<file path="src/rtl/imem_loader_pkg.sv">
// ---------------------------------------------------------------------------
// imem_loader_pkg
// Core-wide constants for the RV32I instruction memory and the state
// encoding of the boot/program loader.
// No ports (package).
// ---------------------------------------------------------------------------
package imem_loader_pkg;

    localparam int IMEM_ADDR_WIDTH = 10;
    localparam int IMEM_DATA_WIDTH = 32;
    localparam int IMEM_DEPTH      = 1024;

    typedef enum logic [2:0] {
        ST_IDLE   = 3'd0,
        ST_LEN_LO = 3'd1,
        ST_LEN_HI = 3'd2,
        ST_DATA   = 3'd3,
        ST_WRITE  = 3'd4,
        ST_FINISH = 3'd5
    } loader_state_t;

endpackage

</file>
<file path="src/rtl/imem_word_assembler.sv">
// ---------------------------------------------------------------------------
// imem_word_assembler
// Collects little-endian bytes into one instruction word. Each accepted
// byte is shifted in from the top, so after a full word the first byte
// sits in bits 7:0.
// Ports:
//   clk        in   clock, rising edge
//   rst_n      in   asynchronous active-low reset
//   clear      in   restart the byte count (word register is kept)
//   byte_in    in   8-bit data byte
//   byte_en    in   byte_in is accepted this cycle
//   word       out  assembled word register
//   word_valid out  high in the cycle the last byte of a word is accepted
// ---------------------------------------------------------------------------
module imem_word_assembler
    import imem_loader_pkg::*;
#(
    parameter int DATA_WIDTH = IMEM_DATA_WIDTH
) (
    input  logic                  clk,
    input  logic                  rst_n,
    input  logic                  clear,
    input  logic [7:0]            byte_in,
    input  logic                  byte_en,
    output logic [DATA_WIDTH-1:0] word,
    output logic                  word_valid
);

    localparam logic [1:0] LAST_BYTE = 2'(DATA_WIDTH / 8 - 1);

    logic [1:0] byte_cnt;

    // Strobe is combinational so the FSM can leave DATA on the same edge
    // that stores the final byte; the word is complete in the next cycle.
    assign word_valid = byte_en && (byte_cnt == LAST_BYTE);

    always_ff @(posedge clk or negedge rst_n) begin
        if (!rst_n) begin
            byte_cnt <= 2'd0;
            word     <= '0;
        end else begin
            if (byte_en) begin
                word <= {byte_in, word[DATA_WIDTH-1:8]};
            end
            if (clear) begin
                byte_cnt <= 2'd0;
            end else if (byte_en) begin
                byte_cnt <= byte_cnt + 2'd1;
            end
        end
    end

endmodule

</file>
<file path="src/rtl/imem_loader.sv">
// ---------------------------------------------------------------------------
// imem_loader
// Boot loader and address arbiter for the instruction memory. A load is a
// 16-bit little-endian word count N followed by 4*N little-endian data
// bytes; words are written to addresses 0..N-1. The CPU is held for the
// whole load; in IDLE the CPU fetch address drives the memory directly.
// Ports:
//   CLK          in   clock, rising edge
//   RESET_N      in   asynchronous active-low reset
//   START        in   one-cycle load request (ignored while busy)
//   ABORT        in   abandon an in-progress load
//   RX_DATA      in   byte from UART receiver
//   RX_VALID     in   RX_DATA valid
//   RX_READY     out  byte accepted when RX_VALID is also high
//   CPU_ADDRESS  in   fetch word address from the PC
//   MEM_ADDRESS  out  instruction memory address
//   MEM_WDATA    out  instruction memory write data
//   MEM_WE       out  write enable, one cycle per word
//   CPU_HOLD     out  stall the core
//   BUSY         out  not idle
//   DONE         out  one-cycle pulse at the end of a load
//   ERROR        out  sticky load error (oversize length or abort)
// ---------------------------------------------------------------------------
module imem_loader
    import imem_loader_pkg::*;
#(
    parameter int ADDR_WIDTH = IMEM_ADDR_WIDTH,
    parameter int DATA_WIDTH = IMEM_DATA_WIDTH,
    parameter int MAX_WORDS  = IMEM_DEPTH
) (
    input  logic                  CLK,
    input  logic                  RESET_N,
    input  logic                  START,
    input  logic                  ABORT,
    input  logic [7:0]            RX_DATA,
    input  logic                  RX_VALID,
    output logic                  RX_READY,
    input  logic [ADDR_WIDTH-1:0] CPU_ADDRESS,
    output logic [ADDR_WIDTH-1:0] MEM_ADDRESS,
    output logic [DATA_WIDTH-1:0] MEM_WDATA,
    output logic                  MEM_WE,
    output logic                  CPU_HOLD,
    output logic                  BUSY,
    output logic                  DONE,
    output logic                  ERROR
);

    localparam logic [15:0] MAX_LEN = 16'(MAX_WORDS);

    loader_state_t         state;
    logic [15:0]           len_reg;
    logic [ADDR_WIDTH-1:0] word_ptr;
    logic                  error_reg;

    logic                  byte_take;
    logic [15:0]           len_next;
    logic                  last_word;
    logic                  asm_clear;
    logic                  word_valid;
    logic [DATA_WIDTH-1:0] asm_word;

    // ABORT wins over any byte transfer in the same cycle, so a byte offered
    // alongside ABORT is never consumed.
    assign byte_take = RX_VALID && RX_READY && !ABORT;
    assign len_next  = {RX_DATA, len_reg[7:0]};

    // Termination compares against N-1 before incrementing, so N equal to
    // the memory depth finishes at the top address without wrapping.
    assign last_word = (16'(word_ptr) == (len_reg - 16'd1));

    assign asm_clear = ((state == ST_IDLE) && START) ||
                       ((state == ST_WRITE) && !ABORT);

    imem_word_assembler #(
        .DATA_WIDTH (DATA_WIDTH)
    ) u_assembler (
        .clk        (CLK),
        .rst_n      (RESET_N),
        .clear      (asm_clear),
        .byte_in    (RX_DATA),
        .byte_en    (byte_take && (state == ST_DATA)),
        .word       (asm_word),
        .word_valid (word_valid)
    );

    always_ff @(posedge CLK or negedge RESET_N) begin
        if (!RESET_N) begin
            state     <= ST_IDLE;
            len_reg   <= 16'd0;
            word_ptr  <= '0;
            error_reg <= 1'b0;
        end else if (ABORT && (state != ST_IDLE)) begin
            state     <= ST_IDLE;
            error_reg <= 1'b1;
        end else begin
            case (state)
                ST_IDLE: begin
                    if (START) begin
                        state     <= ST_LEN_LO;
                        error_reg <= 1'b0;
                        word_ptr  <= '0;
                    end
                end
                ST_LEN_LO: begin
                    if (byte_take) begin
                        len_reg <= {8'h00, RX_DATA};
                        state   <= ST_LEN_HI;
                    end
                end
                ST_LEN_HI: begin
                    if (byte_take) begin
                        len_reg <= len_next;
                        if (len_next == 16'd0) begin
                            state <= ST_FINISH;
                        end else if (len_next > MAX_LEN) begin
                            state     <= ST_FINISH;
                            error_reg <= 1'b1;
                        end else begin
                            state <= ST_DATA;
                        end
                    end
                end
                ST_DATA: begin
                    if (word_valid) begin
                        state <= ST_WRITE;
                    end
                end
                ST_WRITE: begin
                    if (last_word) begin
                        state <= ST_FINISH;
                    end else begin
                        word_ptr <= word_ptr + 1'b1;
                        state    <= ST_DATA;
                    end
                end
                ST_FINISH: begin
                    state <= ST_IDLE;
                end
                default: begin
                    state <= ST_IDLE;
                end
            endcase
        end
    end

    // All outputs are decoded from registered state; only the IDLE address
    // path is a combinational passthrough of the CPU fetch address.
    assign RX_READY    = (state == ST_LEN_LO) || (state == ST_LEN_HI) ||
                         (state == ST_DATA);
    assign MEM_WE      = (state == ST_WRITE);
    assign MEM_WDATA   = asm_word;
    assign MEM_ADDRESS = (state == ST_IDLE) ? CPU_ADDRESS : word_ptr;
    assign CPU_HOLD    = (state != ST_IDLE);
    assign BUSY        = (state != ST_IDLE);
    assign DONE        = (state == ST_FINISH);
    assign ERROR       = error_reg;

endmodule
</file>
<file path="config.mk">
export PLATFORM = sky130hd
export DESIGN_NAME = imem_loader
export DESIGN_NICKNAME = d
export VERILOG_FILES = /design/src/rtl/imem_loader_pkg.sv /design/src/rtl/imem_word_assembler.sv /design/src/rtl/imem_loader.sv
export SDC_FILE = /design/constraint.sdc
export NUM_CORES = 1
export LEC_CHECK = 0
export CORE_MARGIN = 2
export CORE_UTILIZATION = 29
export CTS_BUF_LIST = sky130_fd_sc_hd__clkbuf_4 sky130_fd_sc_hd__clkbuf_8 sky130_fd_sc_hd__clkbuf_16
export DETAILED_ROUTE_END_ITERATION = 8
export PLACE_DENSITY_LB_ADDON = 0.25
export SYNTH_ARGS = -nofsm -noshare
export SYNTH_HDL_FRONTEND = slang
export SYNTH_HIERARCHICAL = 1
export SYNTH_SLANG_ARGS = --single-unit
export TNS_END_PERCENT = 5
</file>
<file path="constraint.sdc">
create_clock -name CLK -period 3 [get_ports CLK]
set_input_delay 0.6 -clock CLK [delete_from_list [all_inputs] [get_ports CLK]]
set_output_delay 0.6 -clock CLK [all_outputs]
set_load 0.03 [all_outputs]
</file>
* Yosys cells after proc, flatten, opt, wreduce, memory -nomap -nowiden
Index checks and enable logic that the tools add are counted.
** Storage, ports and cells
- Bits in registers :: 64
- Input bits :: 23
- Output and inout bits :: 48
- Word-level logic and storage cells :: 77
** Cells by class
- $add $sub $neg :: 3
- $lt $le $gt $ge :: 1
- Equality and inequality tests :: 17
- Multiplexer cells :: 24
- Bitwise gates (word level) :: 2
- Reduce and logical (&&, ||, !) cells :: 23
** Operators by type and width (number)
- two-way mux 16 bit :: 2
- case mux 16 bit (2 select lines) :: 1
- two-way mux 10 bit :: 3
- two-way mux 3 bit :: 8
- case mux 10 bit (2 select lines) :: 1
- == test 10 x 16 -> 1 bit :: 1
- > comparator 16 x 11 -> 1 bit, second input constant :: 1
- zero test 16 bit :: 1
- AND reduction 4 bit :: 4
- subtractor 16 x 1 -> 16 bit, second input constant :: 1
- != test 3 bit, second input constant :: 5
- case mux 3 bit (5 select lines) :: 1
- adder 10 x 1 -> 10 bit, second input constant :: 1
- != test 2 bit, second input constant :: 4
- logical AND 1 bit :: 7
- == test 3 x 2 -> 1 bit, second input constant :: 2
- == test 3 bit, second input constant :: 2
- nonzero test 2 bit :: 3
- nonzero test 3 bit :: 2
- two-way mux 1 bit :: 5
- AND reduction 5 bit :: 1
- two-way mux 2 bit :: 2
- == test 3 x 1 -> 1 bit, second input constant :: 1
- zero test 3 bit :: 1
- 7 further kinds :: 10

* Depth between registers and ports, before layout
- Depth after elaboration :: 10
- Mapped depth :: 13
- Depth with buffers taken out :: 9

* Modules after synthesis
The synthesis kept the hierarchy.
** Modules (own cells, without submodules)
- imem_loader :: times used 1, cells each 247, area each 2085.8 um2, sequential area each 750.7 um2
- imem_word_assembler :: times used 1, cells each 76, area each 1428.9 um2, sequential area each 850.8 um2

* Worst setup path before layout
Ideal clock, no wire load.
- Path type :: reg-to-reg
- From :: register len_reg[0]
- To :: register state[2]
- Setup time :: 94 ps
- Arrival :: 2918 ps
- Required time :: 2906 ps
- Setup slack :: -12 ps
- Stages on the path, launching flop included :: 11
- Buffers on the path :: 1
- Clock period less this slack :: 3012 ps
- Path through :: dfrtp_1 > inv_1 > ha_1 > or3b_4 > or4_4 > a2111oi_4 > o2111ai_1 > a211oi_4 > buf_6 > nand2_2 > a221oi_2
** Between the ends
- Cells in the longest elaborated chain, start to end :: 6
- Elaborated cells on any way between the ends :: 10
- Classes of those cells :: 1 x add/sub; 1 x order compare; 1 x eq/ne; 6 x mux; 1 x reduce/logical
** RTL lines
- start: declaration :: RTL line imem_loader.sv:51 : logic [15:0] len_reg;
- start signal: assignment :: RTL line imem_loader.sv:106 : len_reg <= {8'h00, RX_DATA};
- start signal: assignment :: RTL line imem_loader.sv:112 : len_reg <= len_next;
- parallel branches: the longest is 4 deep, another holds subtractor 16 x 1 -> 16 bit
- case mux 3 bit (5 select lines) * :: RTL line imem_loader.sv:96 : case (state)
- two-way mux 3 bit * :: RTL line imem_loader.sv:92 : end else if (ABORT && (state != ST_IDLE)) begin
- end signal: assignment :: RTL line imem_loader.sv:93 : state <= ST_IDLE;
- end signal: assignment :: RTL line imem_loader.sv:99 : state <= ST_LEN_LO;
- end signal: assignment :: RTL line imem_loader.sv:114 : state <= ST_FINISH;
- end: declaration :: RTL line imem_loader.sv:50 : loader_state_t state;
Mark *: on every way between the ends. The select of a mux whose other input is x is not followed.
A chain may end at the register's enable or synchronous reset.

* Worst setup path in the final report
- From :: register len_reg[1]
- To :: register word_ptr[1]
** Between the ends
- Cells in the longest elaborated chain, start to end :: 4
** RTL lines
- subtractor 16 x 1 -> 16 bit :: RTL line imem_loader.sv:69 : assign last_word = (16'(word_ptr) == (len_reg - 16'd1));
- == test 10 x 16 -> 1 bit :: RTL line imem_loader.sv:69
- != test 2 bit (no source line)
- AND reduction 4 bit (no source line)
- end signal: assignment :: RTL line imem_loader.sv:132 : word_ptr <= word_ptr + 1'b1;
- end: declaration :: RTL line imem_loader.sv:52 : logic [ADDR_WIDTH-1:0] word_ptr;
No other way between the ends.

==> metrics.txt <==
sequential element share of the synthesized area=45.6%; Tightest Pin Transition=0.815 ns; global-route wire length before repair=14200 microns; Final ANT Viol Nets=0; CTS clk-pin slew, worst paths=0.06 ns; CTS buffer count=9; Root Buffer=clkbuf_16; RSZ-0062 raised after global routing=yes; Total Power=0.00466 W; GRT Util Overall=13.7%; Max Fclk=0.342 GHz; Setup CP Type=reg2reg; Worst Setup End Kind=flop; FP Rows=40; Final Hold Vio Count=0; Vias=2752; largest net degree at the start of global routing=65; Tcrit/Tclk final=97.6%; Skew-Pair Late Insertion Delay=0.33 ns; max-cap violations=0; number of global-route vias before repair=2720; Slew Limit Fails=0; top-count cell post-synth=dfrtp_1; Critical Path RT=3.18 ns; static leakage=2.04 nW; Avg WL per Cell=15.8 microns; post-route cell area=4820 sq um; htree depth=3; Area contributors post-synth=dfrtp_1, mux2_4, nand2_1, mux2_2, o21ai_0; Die Y-Extent=114 microns; post-DP HPWL=6140 microns; Synth top cells by count=dfrtp_1, nand2_1, mux2_4; area grow syn2layout=37.3%; Nets=436; ys flop type=dfrtp_1; Layout Cells excl Fill=562; Worst Setup SP=len_reg[1]; DRT iter0 DRCs=157; die area=13000 sq um; Die W=114 microns; Hold Crit Class=in2async; antenna violations before repair=0; layout cells sized above 1=23.1%; setup ws final=0.0734 ns; syn_nets=349; Slew headroom=45.6%; area share of the largest cell type after synthesis=45.6%; final core utilization=40.5%; Startpoint Class=flop; max FFs per register=32; Worst Skew=0.0112 ns; synth warn=6; status=finished clean; area leader, netlist=dfrtp_1; post-synth cell types=51; PD cells=966 nW/um^2; fill cell count=1145; Ant. Diodes=0; DRT Pass-1 Iters=4; r2r startpoint=len_reg[1]; area post-placement=4410 sq um; pre-CTS setup slack=0.0345 ns; final setup fails=0; Core ar.=11900 sq um; initial core utilization=29.5%; Ports=71; mapped cell area=3510 sq um; FFs w/ async S/R, synth=100%; global route total overflow=0; clk buf depth=2; drt via density=4.90; cell count after synthesis=323; IO Port Bufs=70; clock tree sinks=64; EDFF count, synth=0; dpl cells=542; Worst Path Arrival=3.11 ns; critical path fanouts, max=8; CTS tree=built; Placer Congestion=0.874; CTS Hold Bufs=0; worst vdd ir=0.327 mV; Final min period=2.93 ns; syn avg cell area=10.9 sq um; Residual DRC=0; synthesized flop and latch total=64; Total Wirelength=8870 microns
-- critical path: stages, from the launching register on --
cell,delay [ns]
dfrtp_1,0.41
inv_2,0.09
ha_4,0.13
or3b_4,0.40
or4_4,0.54
a2111oi_4,0.31
o2111ai_2,0.18
a211oi_4,0.27
buf_6,0.14
buf_6,0.12
nand4b_1,0.12
o31ai_1,0.08
-- metal layers --
layer | global-route usage (%) | part of all wire, % | wire length, microns | up-vias
met4 | 4.07 | 1.2 | 106 | 0
met5 | 0 | 0 | 0 | -
met3 | 3.28 | 3.3 | 290 | 7
li1 | - | - | - | 1345
met1 | 18.3 | 45 | 3990 | 1360
met2 | 22.4 | 51 | 4490 | 40
-- what timing repair did --
action,in CTS,in global routing
endpoints found under the setup margin,0,10
gates resized for setup,0,8
buffers inserted,0,3
-- per-stage QoR --
stage                     hold WS (ns)  setup TNS, ns
final                            0.444              0
after global routing             0.512         -0.271
after CTS                        0.487              0
after detailed placement         0.473              0
after global placement           0.475              0
after floorplan                  0.304              0
-- cell families (layout without fill, tap and decap cells) --
group / after synthesis / after routing / share of synthesized area, %
XOR/XNOR: 11 / 11 / 2.74
adder cells (fa/ha/maj): 4 / 4 / 1.35
flip-flops: 64 / 64 / 45.6
AND/OR/NAND/NOR: 125 / 125 / 18.7
buffers and inverters: 25 / 117 / 4.59
multiplexers: 45 / 45 / 17.1
AO/OA/AOI/OAI: 49 / 49 / 9.90
-- cell type report --
class / instances / area (sq um) / area share, %
Tap cell: 147 / 184 / 3.81
Inverter: 9 / 33.8 / 0.700
Clock inverter: 7 / 125 / 2.59
Sequential cell: 64 / 1600 / 33.2
Multi-Input combinational cell: 234 / 1790 / 37.1
Clock buffer: 9 / 225 / 4.67
Timing Repair Buffer: 92 / 866 / 17.9
-- path summary, 6_finish.rpt --
| path | slack [ns] | to | cells past startpoint |
|---|---|---|---|
| min | 0.44 | ERROR | 2 |
| max | 0.07 | word_ptr[1] | 11 |
| min reg2reg | 0.48 | ERROR | 2 |
| min in group CLK | 0.48 | ERROR | 2 |
| max in group asynchronous | 2.01 | u_assembler/word[7] | 2 |
| max reg2reg | 0.07 | word_ptr[1] | 11 |
-- where the power goes --
part	internal (W)	total, W	switching, W
logic	0.000980	0.00215	0.00117
registers	0.00107	0.00127	0.000204
clock network	0.000822	0.00124	0.000419
total	0.00287	0.00466	0.00179
-- layout by cell type (no fill, tap or decap), types with 5 or more instances in the layout --
master,Yosys,final
dfrtp_1,64,64
or4_1,7,7
nand3_1,9,9
buf_4,1,19
o21ai_0,17,17
nor4_1,6,5
nor2_1,11,11
nand2_1,48,48
o31ai_1,8,8
clkdlybuf4s50_1,0,69
nand4_1,5,5
or3_1,5,5
xnor2_1,8,8
inv_1,9,8
a21oi_1,6,6
clkbuf_16,0,9
mux2i_1,5,5
mux2_2,13,13
mux2_4,27,27
Power figures use the tool's default switching activity.
